===== config.mk =====
export PLATFORM = sky130hd
export DESIGN_NAME = key_pulse_gen
export DESIGN_NICKNAME = d
export VERILOG_FILES = /design/src/rtl/key_pulse_gen.sv
export SDC_FILE = /design/constraint.sdc
export NUM_CORES = 1
export LEC_CHECK = 0
export CORE_ASPECT_RATIO = 2
export CORE_MARGIN = 3
export CORE_UTILIZATION = 45
export CTS_CLUSTER_SIZE = 14
export DETAILED_ROUTE_END_ITERATION = 12
export GPL_TIMING_DRIVEN = 0
export HOLD_SLACK_MARGIN = 0.05
export RECOVER_POWER = 25
export SLEW_MARGIN = 20
export SYNTH_ARGS = -nofsm -noshare
export SYNTH_HDL_FRONTEND = slang
export SYNTH_SLANG_ARGS = --single-unit

===== constraint.sdc =====
create_clock -name clock -period 2.9 [get_ports clock]
set_input_delay 0.725 -clock clock [delete_from_list [all_inputs] [get_ports clock]]
set_output_delay 0.725 -clock clock [all_outputs]
set_load 0.005 [all_outputs]

===== src/rtl/key_pulse_gen.sv =====
// Four-button front end: synchronise, debounce, and turn presses into one-hot key pulses
// with auto-repeat on the most recently pressed button.
module key_pulse_gen #(
    parameter int unsigned DEBOUNCE     = 500000,
    parameter int unsigned REPEAT_DELAY = 25000000,
    parameter int unsigned REPEAT_RATE  = 5000000
) (
    input  logic       clock,
    input  logic       reset_n,
    input  logic [3:0] btn_n,
    input  logic       en,
    output logic [3:0] keys,
    output logic [3:0] held
);

    localparam int unsigned DW   = (DEBOUNCE > 1) ? $clog2(DEBOUNCE) : 1;
    localparam int unsigned RMAX = (REPEAT_DELAY > REPEAT_RATE) ? REPEAT_DELAY : REPEAT_RATE;
    localparam int unsigned RW   = (RMAX > 1) ? $clog2(RMAX) : 1;

    localparam logic [DW-1:0] DB_LAST = DW'(DEBOUNCE - 1);
    localparam logic [RW-1:0] RD_LAST = RW'(REPEAT_DELAY - 1);
    localparam logic [RW-1:0] RR_LAST = RW'(REPEAT_RATE - 1);

    typedef enum logic [1:0] {StIdle, StDelay, StRepeat} state_e;

    logic [3:0]    sync1_q, sync2_q;
    logic [3:0]    stable_q, stable_d;
    logic [DW-1:0] db_cnt_q [4];
    logic [DW-1:0] db_cnt_d [4];
    logic [3:0]    held_q, held_prev_q;
    logic [3:0]    press, new_press;
    logic [1:0]    pick_idx;

    state_e        state_q, state_d;
    logic [1:0]    lock_q, lock_d;
    logic [RW-1:0] rcnt_q, rcnt_d;
    logic          fire;
    logic [3:0]    keys_q, keys_d;

    // Stable values are in the raw active-low sense; held is their registered inverse.
    always_comb begin
        stable_d = stable_q;
        for (int i = 0; i < 4; i++) begin
            db_cnt_d[i] = '0;
            if (sync2_q[i] != stable_q[i]) begin
                if (db_cnt_q[i] == DB_LAST) begin
                    stable_d[i] = ~stable_q[i];
                end else begin
                    db_cnt_d[i] = db_cnt_q[i] + 1'b1;
                end
            end
        end
    end

    always_ff @(posedge clock or negedge reset_n) begin
        if (!reset_n) begin
            sync1_q     <= 4'hF;
            sync2_q     <= 4'hF;
            stable_q    <= 4'hF;
            held_q      <= 4'h0;
            held_prev_q <= 4'h0;
            for (int i = 0; i < 4; i++) begin
                db_cnt_q[i] <= '0;
            end
        end else begin
            sync1_q     <= btn_n;
            sync2_q     <= sync1_q;
            stable_q    <= stable_d;
            held_q      <= ~stable_q;
            held_prev_q <= held_q;
            for (int i = 0; i < 4; i++) begin
                db_cnt_q[i] <= db_cnt_d[i];
            end
        end
    end

    assign press = held_q & ~held_prev_q;

    // While repeating, only presses of other keys may preempt the locked one.
    assign new_press = (state_q == StIdle) ? press : (press & ~(4'b0001 << lock_q));

    always_comb begin
        pick_idx = 2'd0;
        for (int i = 3; i >= 0; i--) begin
            if (new_press[i]) begin
                pick_idx = 2'(i);
            end
        end
    end

    always_ff @(posedge clock or negedge reset_n) begin
        if (!reset_n) begin
            state_q <= StIdle;
            lock_q  <= 2'd0;
            rcnt_q  <= '0;
            keys_q  <= 4'h0;
        end else begin
            state_q <= state_d;
            lock_q  <= lock_d;
            rcnt_q  <= rcnt_d;
            keys_q  <= keys_d;
        end
    end

    always_comb begin
        state_d = state_q;
        lock_d  = lock_q;
        rcnt_d  = rcnt_q;
        fire    = 1'b0;
        if (!en) begin
            state_d = StIdle;
            rcnt_d  = '0;
        end else if (|new_press) begin
            fire    = 1'b1;
            lock_d  = pick_idx;
            rcnt_d  = '0;
            state_d = StDelay;
        end else begin
            unique case (state_q)
                StIdle: state_d = StIdle;
                StDelay: begin
                    if (!held_q[lock_q]) begin
                        state_d = StIdle;
                    end else if (rcnt_q == RD_LAST) begin
                        fire    = 1'b1;
                        rcnt_d  = '0;
                        state_d = StRepeat;
                    end else begin
                        rcnt_d = rcnt_q + 1'b1;
                    end
                end
                StRepeat: begin
                    if (!held_q[lock_q]) begin
                        state_d = StIdle;
                    end else if (rcnt_q == RR_LAST) begin
                        fire   = 1'b1;
                        rcnt_d = '0;
                    end else begin
                        rcnt_d = rcnt_q + 1'b1;
                    end
                end
                default: state_d = StIdle;
            endcase
        end
    end

    always_comb begin
        keys_d = 4'h0;
        if (fire) begin
            keys_d = 4'b0001 << lock_d;
        end
    end

    assign keys = keys_q;
    assign held = held_q;

endmodule


* Yosys cells after proc, flatten, opt, wreduce, memory -nomap -nowiden
Index checks and enable logic that the tools add are counted.
** Word-level totals
- Input port bits :: 7
- Latch bits :: 0
- Flip-flop bits (word level) :: 129
- Memory bits (writable) :: 0
- Memories kept :: 0
- Word-level logic and storage cells :: 96
- Memory bits (read-only) :: 0
** Operators by class
- Divide/modulo/power cells :: 0
- Shifts and indexed selects :: 2
- Bitwise gates (word level) :: 9
- Equal/unequal tests :: 17
- Magnitude comparators :: 1
- Multiplexer cells :: 38
- Add/subtract/negate cells :: 5
- Multipliers :: 0
- Reduce and logical (&&, ||, !) cells :: 8
** Operators by type and width (count)
- $mux W19 :: 8
- $mux W25 :: 6
- $add A19 B1 Y19 const B :: 4
- $eq A19 B19 Y1 const B :: 4
- $pmux W25 S2 :: 1
- $add A25 B1 Y25 const B :: 1
- $eq A25 B23 Y1 const B :: 1
- $eq A25 B25 Y1 const B :: 1
- $mux W2 :: 11
- $ne A4 B4 Y1 const B :: 3
- $not A4 Y4 :: 3
- $reduce_and A2 Y1 :: 5
- $and A4 B4 Y4 :: 2
- $mux W4 :: 2
- $shl A1 B2 Y4 const A :: 2
- $mux W1 :: 7
- $ne A5 B5 Y1 const B :: 1
- $ne A1 B1 Y1 :: 4
- $ne A4 B1 Y1 const B :: 1
- $not A1 Y1 :: 4
- $pmux W2 S2 :: 1
- $reduce_or A4 Y1 :: 1
- $lt A2 B3 Y1 const B :: 1
- $reduce_and A3 Y1 :: 1
- 5 further kinds :: 5

* Longest topological paths before layout
Gate-level depths: netlist (run 1).
- Depth after elaboration :: 12
- Depth in mapped cells :: 9
- Depth with buffers taken out :: 7

* Worst setup path after synthesis (run 1)
No wires, ideal clock.
- Kind :: register to register
- Start point :: register state_q[0]
- End point :: register rcnt_q[22]
- Arrival time :: 2.158 ns
- Cell stages (with the launch flop) :: 9
- Slack :: 0.613 ns
- Setup time :: 0.129 ns
- Clock period less this slack :: 2.287 ns
- Cell sequence :: dfrtp_1 > inv_1 > ha_1 > or4b_4 > nor4_4 > o2111ai_4 > o211ai_4 > buf_12 > a21oi_2
** Between the ends
- Word-level cells in the longest chain between the ends :: 5
- Elaborated cells on any way between the ends :: 12
- Those cells by class :: 5 x eq/ne; 4 x mux; 3 x reduce/logical
** RTL lines
- from (decl) :: RTL line 34 : state_e state_q, state_d;
- from (signal assigned) :: RTL line 93 : state_q <= StIdle;
- from (signal assigned) :: RTL line 98 : state_q <= state_d;
- $logic_not A2 Y1 :: RTL line 80 : assign new_press = (state_q == StIdle) ? press : (press & ~(4'b0001 << lock_q));
- $mux W4 :: RTL line 80
- $reduce_or A4 Y1 :: RTL line 113 : end else if (|new_press) begin
- $ne A4 B1 Y1 (no line), or another cell as far along
- $reduce_and A3 Y1 (no line) / $mux W25 (equally long branches)
- to (signal assigned) :: RTL line 100 : rcnt_q <= rcnt_d;
- to (decl) :: RTL line 36 : logic [RW-1:0] rcnt_q, rcnt_d;
Several ways; a longest one is shown, not always the timed one.
A chain may end at the register's enable or synchronous reset.

* Final worst setup path (run 1)
- Start point :: register state_q[0]
- End point :: register rcnt_q[17]
The elaborated chain is that of the path after synthesis.

==> reports/metrics.json, run 1 <==
{
  "outcome": {"value": "finished with violations"},
  "failing_checks": {"value": "max-capacitance violations, max-slew violations"},
  "post_cts_buffers": {"value": 0},
  "drtAntennaViolNets": {"value": 0},
  "gr-usage-all-layers": {"value": 18.3, "unit": "%"},
  "power_density": {"value": 563, "unit": "nW/um^2"},
  "hold_buffers": {"value": 0},
  "initial_utilization": {"value": 46.1, "unit": "%"},
  "synth-warning-count": {"value": 0},
  "finish.net_count": {"value": 694},
  "number_of_violations_reported_at_the_end_of_detailed_routing_iteration_0": {"value": 190},
  "highest_net_fanout_along_the_worst_path": {"value": 10},
  "worst_setup_path_end_kind": {"value": "flop"},
  "count_of_unique_library_cells_instantiated_by_yosys": {"value": 56},
  "syn-instance-count": {"value": 646},
  "finalSetupViolations": {"value": 0},
  "area.growth.synth_to_final": {"value": 15.6, "unit": "%"},
  "vdd_drop_max": {"value": 0.000387, "unit": "V"},
  "clock_tree.root_cell": {"value": "sky130_fd_sc_hd__clkbuf_16"},
  "antenna_found_initial": {"value": 0},
  "tritoncts": {"value": "done"},
  "clkSinkCount": {"value": 129},
  "core-area": {"value": 13900, "unit": "sq um"},
  "fin_cells": {"value": 881},
  "final_max_slew_viol_count": {"value": 76},
  "synth_enable_flop_cells": {"value": 0},
  "cts_resized": {"value": 0},
  "chipHeight": {"value": 175, "unit": "um"},
  "syn-mean-instance-area": {"value": 9.92, "unit": "sq um"},
  "synth_sequential_area_ratio": {"value": 50.6, "unit": "%"},
  "arrival_time_at_the_worst_endpoint": {"value": 2910, "unit": "ps"},
  "synth.top_cells.by_area": {"value": "sky130_fd_sc_hd__dfrtp_1 (46%), sky130_fd_sc_hd__xnor2_1 (6.6%), sky130_fd_sc_hd__nor2_1 (6.3%)"},
  "ys_flop_type": {"value": "sky130_fd_sc_hd__dfrtp_1"},
  "detail_route.drc_violations": {"value": 0},
  "synth_largest_type_area_fraction": {"value": 45.7, "unit": "%"},
  "detailedPlacementHpwl": {"value": 9700, "unit": "um"},
  "max_cap_violations": {"value": 1},
  "yosys_register_bits": {"value": 129},
  "clk_latency_worst_skew_pair": {"value": 410, "unit": "ps"},
  "drive_gt1_share": {"value": 11.7, "unit": "%"},
  "design.die.area": {"value": 15800, "unit": "sq um"},
  "synth_top_area_cell": {"value": "sky130_fd_sc_hd__dfrtp_1"},
  "mappedNetlistNets": {"value": 661},
  "yosys.cell_count.top_type": {"value": "sky130_fd_sc_hd__dfrtp_1"},
  "synth_commonest_cells": {"value": "sky130_fd_sc_hd__dfrtp_1 (117), sky130_fd_sc_hd__nor2_1 (108), sky130_fd_sc_hd__nand2_1 (55)"},
  "netlist_area": {"value": 6410, "unit": "sq um"},
  "cp.required": {"value": 3190, "unit": "ps"},
  "unrepaired_setup_endpoints_after_global_routing": {"value": "no"},
  "grt_pass1_vias": {"value": 5074},
  "finalHoldWorstSlack": {"value": 355, "unit": "ps"},
  "max_slew_headroom_at_the_worst_pin": {"value": -26.3, "unit": "%"},
  "min-delay-path-class": {"value": "flop to flop"},
  "fin_worst_skew": {"value": 13.1, "unit": "ps"},
  "fmax": {"value": 382, "unit": "MHz"},
  "final_core_utilization": {"value": 53.4, "unit": "%"},
  "largest_net_degree_at_the_start_of_global_routing": {"value": 77},
  "vias_after_detailed_routing": {"value": 4727},
  "timing.final.hold_violations": {"value": 0},
  "drtPass1Iterations": {"value": 4},
  "grt_first_pass_wirelength": {"value": 23300, "unit": "um"},
  "min_period": {"value": 2620, "unit": "ps"},
  "avgRoutedWirePerCell": {"value": 15.2, "unit": "um"},
  "post-route-period-util": {"value": 90.3, "unit": "%"},
  "top_level_ports": {"value": 15},
  "cts-root-to-sink-buffers": {"value": 2},
  "number_of_vias_per_cell": {"value": 5.37},
  "placedCellCount": {"value": 849},
  "grt.overflow.total": {"value": 0},
  "power.static_leakage": {"value": 2.90, "unit": "nW"},
  "final_gp_congestion": {"value": 0.876},
  "power_after_layout": {"value": 4.17, "unit": "mW"},
  "placement_rows": {"value": 61},
  "wirelength": {"value": 13400, "unit": "um"},
  "fill_cells": {"value": 1315},
  "timing_worst_setup_path_type": {"value": "flop to flop"},
  "timing_worst_slew_pin_value": {"value": 1890, "unit": "ps"},
  "fp.dieW": {"value": 90.4, "unit": "um"},
  "async_set_or_reset_register_ratio_after_synthesis": {"value": 100, "unit": "%"},
  "cts_inserted_buffers": {"value": 17},
  "cts_max_level": {"value": 4},
  "portBuffers": {"value": 13},
  "clk_pin_slew": {"value": 60, "unit": "ps"},
  "antenna_cells_inserted": {"value": 0},
  "crit_path_start_kind": {"value": "flop"}
}
[cells by family (layout without fill, tap and decap cells)]
family                   Yosys count  count (layout)  share of synthesized area, %
AND/OR/NAND/NOR                  331             331                          26.7
flip-flops                       129             129                          50.6
XOR/XNOR                          74              74                          10.1
AO/OA/AOI/OAI                     65              65                          7.79
buffers and inverters             38              84                          2.85
adder cells (fa/ha/maj)            8               8                          1.56
multiplexers                       1               1                         0.351
[routing by layer]
layer | GRT usage (%) | up-vias | part of all wire (%)
met1 | 18.9 | 2314 | 38
met5 | 0 | - | 0
met3 | 3.96 | 25 | 2.4
met4 | 8.12 | 0 | 2.1
met2 | 34.7 | 79 | 57
li1 | - | 2309 | -
[layout by cell type, fill, tap and decap left out, types with 10 or more instances in the layout]
master                              n
sky130_fd_sc_hd__nor3_1            24
sky130_fd_sc_hd__inv_1             20
sky130_fd_sc_hd__xor2_1            26
sky130_fd_sc_hd__xnor2_1           48
sky130_fd_sc_hd__clkdlybuf4s50_1   12
sky130_fd_sc_hd__nand2_1           55
sky130_fd_sc_hd__nand3_1           45
sky130_fd_sc_hd__o31ai_1           10
sky130_fd_sc_hd__or4_1             10
sky130_fd_sc_hd__nor4_1            11
sky130_fd_sc_hd__clkbuf_16         17
sky130_fd_sc_hd__nand4_1           15
sky130_fd_sc_hd__o21ai_0           10
sky130_fd_sc_hd__dfrtp_1          117
sky130_fd_sc_hd__nor2_1           108
sky130_fd_sc_hd__a21oi_2           10
sky130_fd_sc_hd__a21oi_1           13
sky130_fd_sc_hd__clkbuf_1          11
[metrics by stage]
stage	instance area (sq um)	setup WS (ps)	setup TNS (ps)
floorplan	6410	613	0
global placement	6780	-3900	-482430
detailed placement	6810	267	0
CTS	7420	277	0
global route	7410	130	0
finish	7410	282	0
[registers in the layout (all words and copies together) (netlist names)]
| signal | cells |
|---|---|
| held | 4 |
| held_prev_q | 4 |
| sync1_q | 4 |
| db_cnt_q | 76 |
| state_q | 2 |
| rcnt_q | 25 |
| lock_q | 2 |
| sync2_q | 4 |
| stable_q | 4 |
| keys | 4 |
[area by class of cell]
class / count / area [sq um] / share of cell area, %
Multi-Input combinational cell: 479 / 2980 / 40.3
Sequential cell: 129 / 3240 / 43.8
Tap cell: 189 / 236 / 3.19
Clock inverter: 12 / 155 / 2.09
Buffer: 18 / 108 / 1.45
Timing Repair Buffer: 14 / 153 / 2.06
Clock buffer: 20 / 457 / 6.16
Inverter: 20 / 75.1 / 1.01
[where the power goes]
group          total [mW]  switching, mW  internal, mW
clock                2.19          0.792          1.40
combinational       0.129         0.0873        0.0415
sequential           1.85         0.0204          1.83
[worst max-delay path: stages (launching register included)]
cell	delay [ps]
sky130_fd_sc_hd__dfrtp_1	400
sky130_fd_sc_hd__inv_1	100
sky130_fd_sc_hd__ha_1	300
sky130_fd_sc_hd__or4b_4	510
sky130_fd_sc_hd__nor4_4	320
sky130_fd_sc_hd__o2111ai_4	230
sky130_fd_sc_hd__o211ai_4	400
sky130_fd_sc_hd__buf_12	190
sky130_fd_sc_hd__a21oi_2	40
[worst paths after layout]
check | from | to | slack (ps) | cells past startpoint
hold reg to reg | sync1_q[3] | sync2_q[3] | 350 | 0
setup / recovery | state_q[0] | rcnt_q[17] | 280 | 8
hold / removal | sync1_q[3] | sync2_q[3] | 350 | 0
min in group asynchronous | reset_n | rcnt_q[18] | 810 | 1
setup reg to reg | state_q[0] | rcnt_q[17] | 280 | 8
max in group asynchronous | reset_n | db_cnt_q[5] | 940 | 1
Power figures use the tool's default switching activity.
==> run 2, diff against run 1 <==
- MAX_ROUTING_LAYER: unset -> met4
==> run 2 against run 1 <==
  * The run still ends with max-capacitance violations, max-slew violations left
  * Sequential share of layout area is the same
  * Worst hold slack about the same
  * Sequential power hardly changed
  * Die area unchanged
  * Clock power about the same
  * Routed wire length rose by 0.15%
  * Non-clock buffer count unchanged
  * Register-to-register slack hardly changed
  * Global-route usage is 0.56 points higher
  * Critical path depth unchanged
  * Highest routed layer unchanged
==> reports/metrics.json, run 2 (same netlist as run 1, synthesis figures left out) <==
{
  "power.combinational.fraction": {"value": 3.1, "unit": "%"},
  "clk_latency_worst_skew_pair": {"value": 410, "unit": "ps"},
  "design.die.area": {"value": 15800, "unit": "sq um"},
  "cts_max_level": {"value": 4},
  "timing.hold.worst_path_depth": {"value": 0},
  "fmax": {"value": 383, "unit": "MHz"},
  "cts_inserted_buffers": {"value": 17},
  "max_cap_violations": {"value": 1},
  "largest-register": {"value": "db_cnt_q"},
  "cp.required": {"value": 3190, "unit": "ps"},
  "fin_worst_skew": {"value": 13.7, "unit": "ps"},
  "timing_worst_slew_pin_value": {"value": 1900, "unit": "ps"},
  "highest_net_fanout_along_the_worst_path": {"value": 10},
  "largest_net_degree_at_the_start_of_global_routing": {"value": 77},
  "number_of_vias_per_cell": {"value": 5.36},
  "power_density": {"value": 564, "unit": "nW/um^2"},
  "fp.dieW": {"value": 90.4, "unit": "um"},
  "grt-busiest-layer": {"value": "met2"},
  "cts_resized": {"value": 0},
  "min-delay-path-class": {"value": "flop to flop"},
  "reg2reg_to": {"value": "rcnt_q[17]"},
  "r2r_setup_slack": {"value": 290, "unit": "ps"},
  "largest_register_ff_count": {"value": 76},
  "top_level_ports": {"value": 15},
  "min_period": {"value": 2610, "unit": "ps"},
  "drtAntennaViolNets": {"value": 0},
  "crit_path_start_kind": {"value": "flop"},
  "grt_first_pass_wirelength": {"value": 23300, "unit": "um"},
  "final_max_slew_viol_count": {"value": 76},
  "reg2reg_depth": {"value": 8},
  "number_of_violations_reported_at_the_end_of_detailed_routing_iteration_0": {"value": 186},
  "antenna_cells_inserted": {"value": 0},
  "clock_tree.root_cell": {"value": "sky130_fd_sc_hd__clkbuf_16"},
  "gr-usage-all-layers": {"value": 18.8, "unit": "%"},
  "endpoint": {"value": "rcnt_q[17]"},
  "gr-usage-met2": {"value": 34.6, "unit": "%"},
  "groute.layer.met1.usage": {"value": 19.0, "unit": "%"},
  "chipHeight": {"value": 175, "unit": "um"},
  "crit-reg2reg-launch": {"value": "state_q[0]"},
  "post_placement_cell_area": {"value": 6810, "unit": "sq um"},
  "placement_rows": {"value": 61},
  "cts-root-to-sink-buffers": {"value": 2},
  "cell_internal_pwr": {"value": 3.27, "unit": "mW"},
  "global_route.usage.met3": {"value": 3.96, "unit": "%"},
  "arrival_time_at_the_worst_endpoint": {"value": 2900, "unit": "ps"},
  "drtPass1Iterations": {"value": 4},
  "hold_buffers": {"value": 0},
  "detailedPlacementHpwl": {"value": 9700, "unit": "um"},
  "tritoncts": {"value": "done"},
  "finalSetupTns": {"value": 0, "unit": "ps"},
  "timing.final.hold_violations": {"value": 0},
  "avgRoutedWirePerCell": {"value": 15.2, "unit": "um"},
  "netSwitchingFraction": {"value": 21.7, "unit": "%"},
  "clkSinkCount": {"value": 129},
  "timing_worst_setup_path_type": {"value": "flop to flop"},
  "finalSetupViolations": {"value": 0},
  "antenna_found_initial": {"value": 0},
  "netSwitchingPower": {"value": 0.907, "unit": "mW"},
  "finalHoldWorstSlack": {"value": 354, "unit": "ps"},
  "grt_pass1_vias": {"value": 5064},
  "fin_cells": {"value": 881},
  "detail_route.drc_violations": {"value": 0},
  "power.static_leakage": {"value": 2.90, "unit": "nW"},
  "share_seq_of_total_power": {"value": 44.2, "unit": "%"},
  "wirelength": {"value": 13400, "unit": "um"},
  "post-route-cell-area": {"value": 7410, "unit": "sq um"},
  "max_slew_headroom_at_the_worst_pin": {"value": -26.3, "unit": "%"},
  "finish.net_count": {"value": 694},
  "post-route-period-util": {"value": 90.1, "unit": "%"},
  "final_common_cell": {"value": "sky130_fd_sc_hd__dfrtp_1"},
  "portBuffers": {"value": 13},
  "placedCellCount": {"value": 849},
  "p_clk_share": {"value": 52.7, "unit": "%"},
  "final_core_utilization": {"value": 53.4, "unit": "%"},
  "unrepaired_setup_endpoints_after_global_routing": {"value": "no"},
  "initial_utilization": {"value": 46.1, "unit": "%"},
  "vdd_drop_max": {"value": 0.000387, "unit": "V"},
  "final_cell_mix": {"value": "sky130_fd_sc_hd__dfrtp_1 (117), sky130_fd_sc_hd__nor2_1 (108), sky130_fd_sc_hd__nand2_1 (55)"},
  "failing_checks": {"value": "max-capacitance violations, max-slew violations"},
  "core-area": {"value": 13900, "unit": "sq um"},
  "fill_cells": {"value": 1315},
  "worst_setup_path_end_kind": {"value": "flop"},
  "post_cts_buffers": {"value": 0},
  "outcome": {"value": "finished with violations"},
  "largest_registers": {"value": "db_cnt_q x76, rcnt_q x25"},
  "drive_gt1_share": {"value": 11.7, "unit": "%"},
  "final_gp_congestion": {"value": 0.891},
  "grt.overflow.total": {"value": 0},
  "clk_pin_slew": {"value": 60, "unit": "ps"},
  "vias_after_detailed_routing": {"value": 4718},
  "area.growth.synth_to_final": {"value": 15.6, "unit": "%"},
  "startpoint": {"value": "state_q[0]"}
}
==> run 2: cell counts in the layout (fill, tap and decap cells not counted) <==
No cell type changed its count.
==> run 2: routing by layer <==
layer  wire length (um)  vias up  part of all wire, %
met2               7650       67                   57
li1                   -     2311                    -
met4                276        0                  2.1
met1               5170     2312                   39
met5                  0        -                    0
met3                297       28                  2.2
==> run 2: cell type report <==
cell class	count	area [sq um]	share of cell area, %
timing repair buffer	14	153	2.06
multi-input combinational	479	2980	40.3
sequential	129	3240	43.8
inverter	20	75.1	1.01
tap	189	236	3.19
clock inverter	12	155	2.09
clock buffer	20	457	6.16
buffer	18	108	1.45
==> run 2: power by group through the flow <==
stage	Sequential (mW)	Combinational [mW]	Clock, mW
finish	1.85	0.129	2.20
floorplan	1.87	0.0668	0
detailed placement	1.88	0.135	0
global placement	1.88	0.127	0
global route	1.85	0.149	2.33
CTS	1.85	0.136	2.25
==> run 2: stage by stage <==
stage               setup slack [ps]  total power, mW
floorplan                        613             1.94
global placement               -3900             2.00
detailed placement               267             2.01
CTS                              277             4.23
global route                     132             4.33
finish                           288             4.18
==> run 2: how the worst min path moves through the flow <==
stage	from	end
6_report	sync1_q[1]	sync2_q[1]
3_5_place_dp	sync1_q[3]	sync2_q[3]
3_3_place_gp	sync1_q[3]	sync2_q[3]
5_1_grt	sync1_q[3]	sync2_q[3]
2_1_floorplan	sync1_q[0]	sync2_q[0]
4_1_cts	reset_n	db_cnt_q[35]
==> run 2: critical path: stages (launching register included) <==
cell                        delay, ps
sky130_fd_sc_hd__dfrtp_1          400
sky130_fd_sc_hd__inv_1            100
sky130_fd_sc_hd__ha_1             300
sky130_fd_sc_hd__or4b_4           520
sky130_fd_sc_hd__nor4_4           320
sky130_fd_sc_hd__o2111ai_4        230
sky130_fd_sc_hd__o211ai_4         390
sky130_fd_sc_hd__buf_12           190
sky130_fd_sc_hd__a21oi_2           40
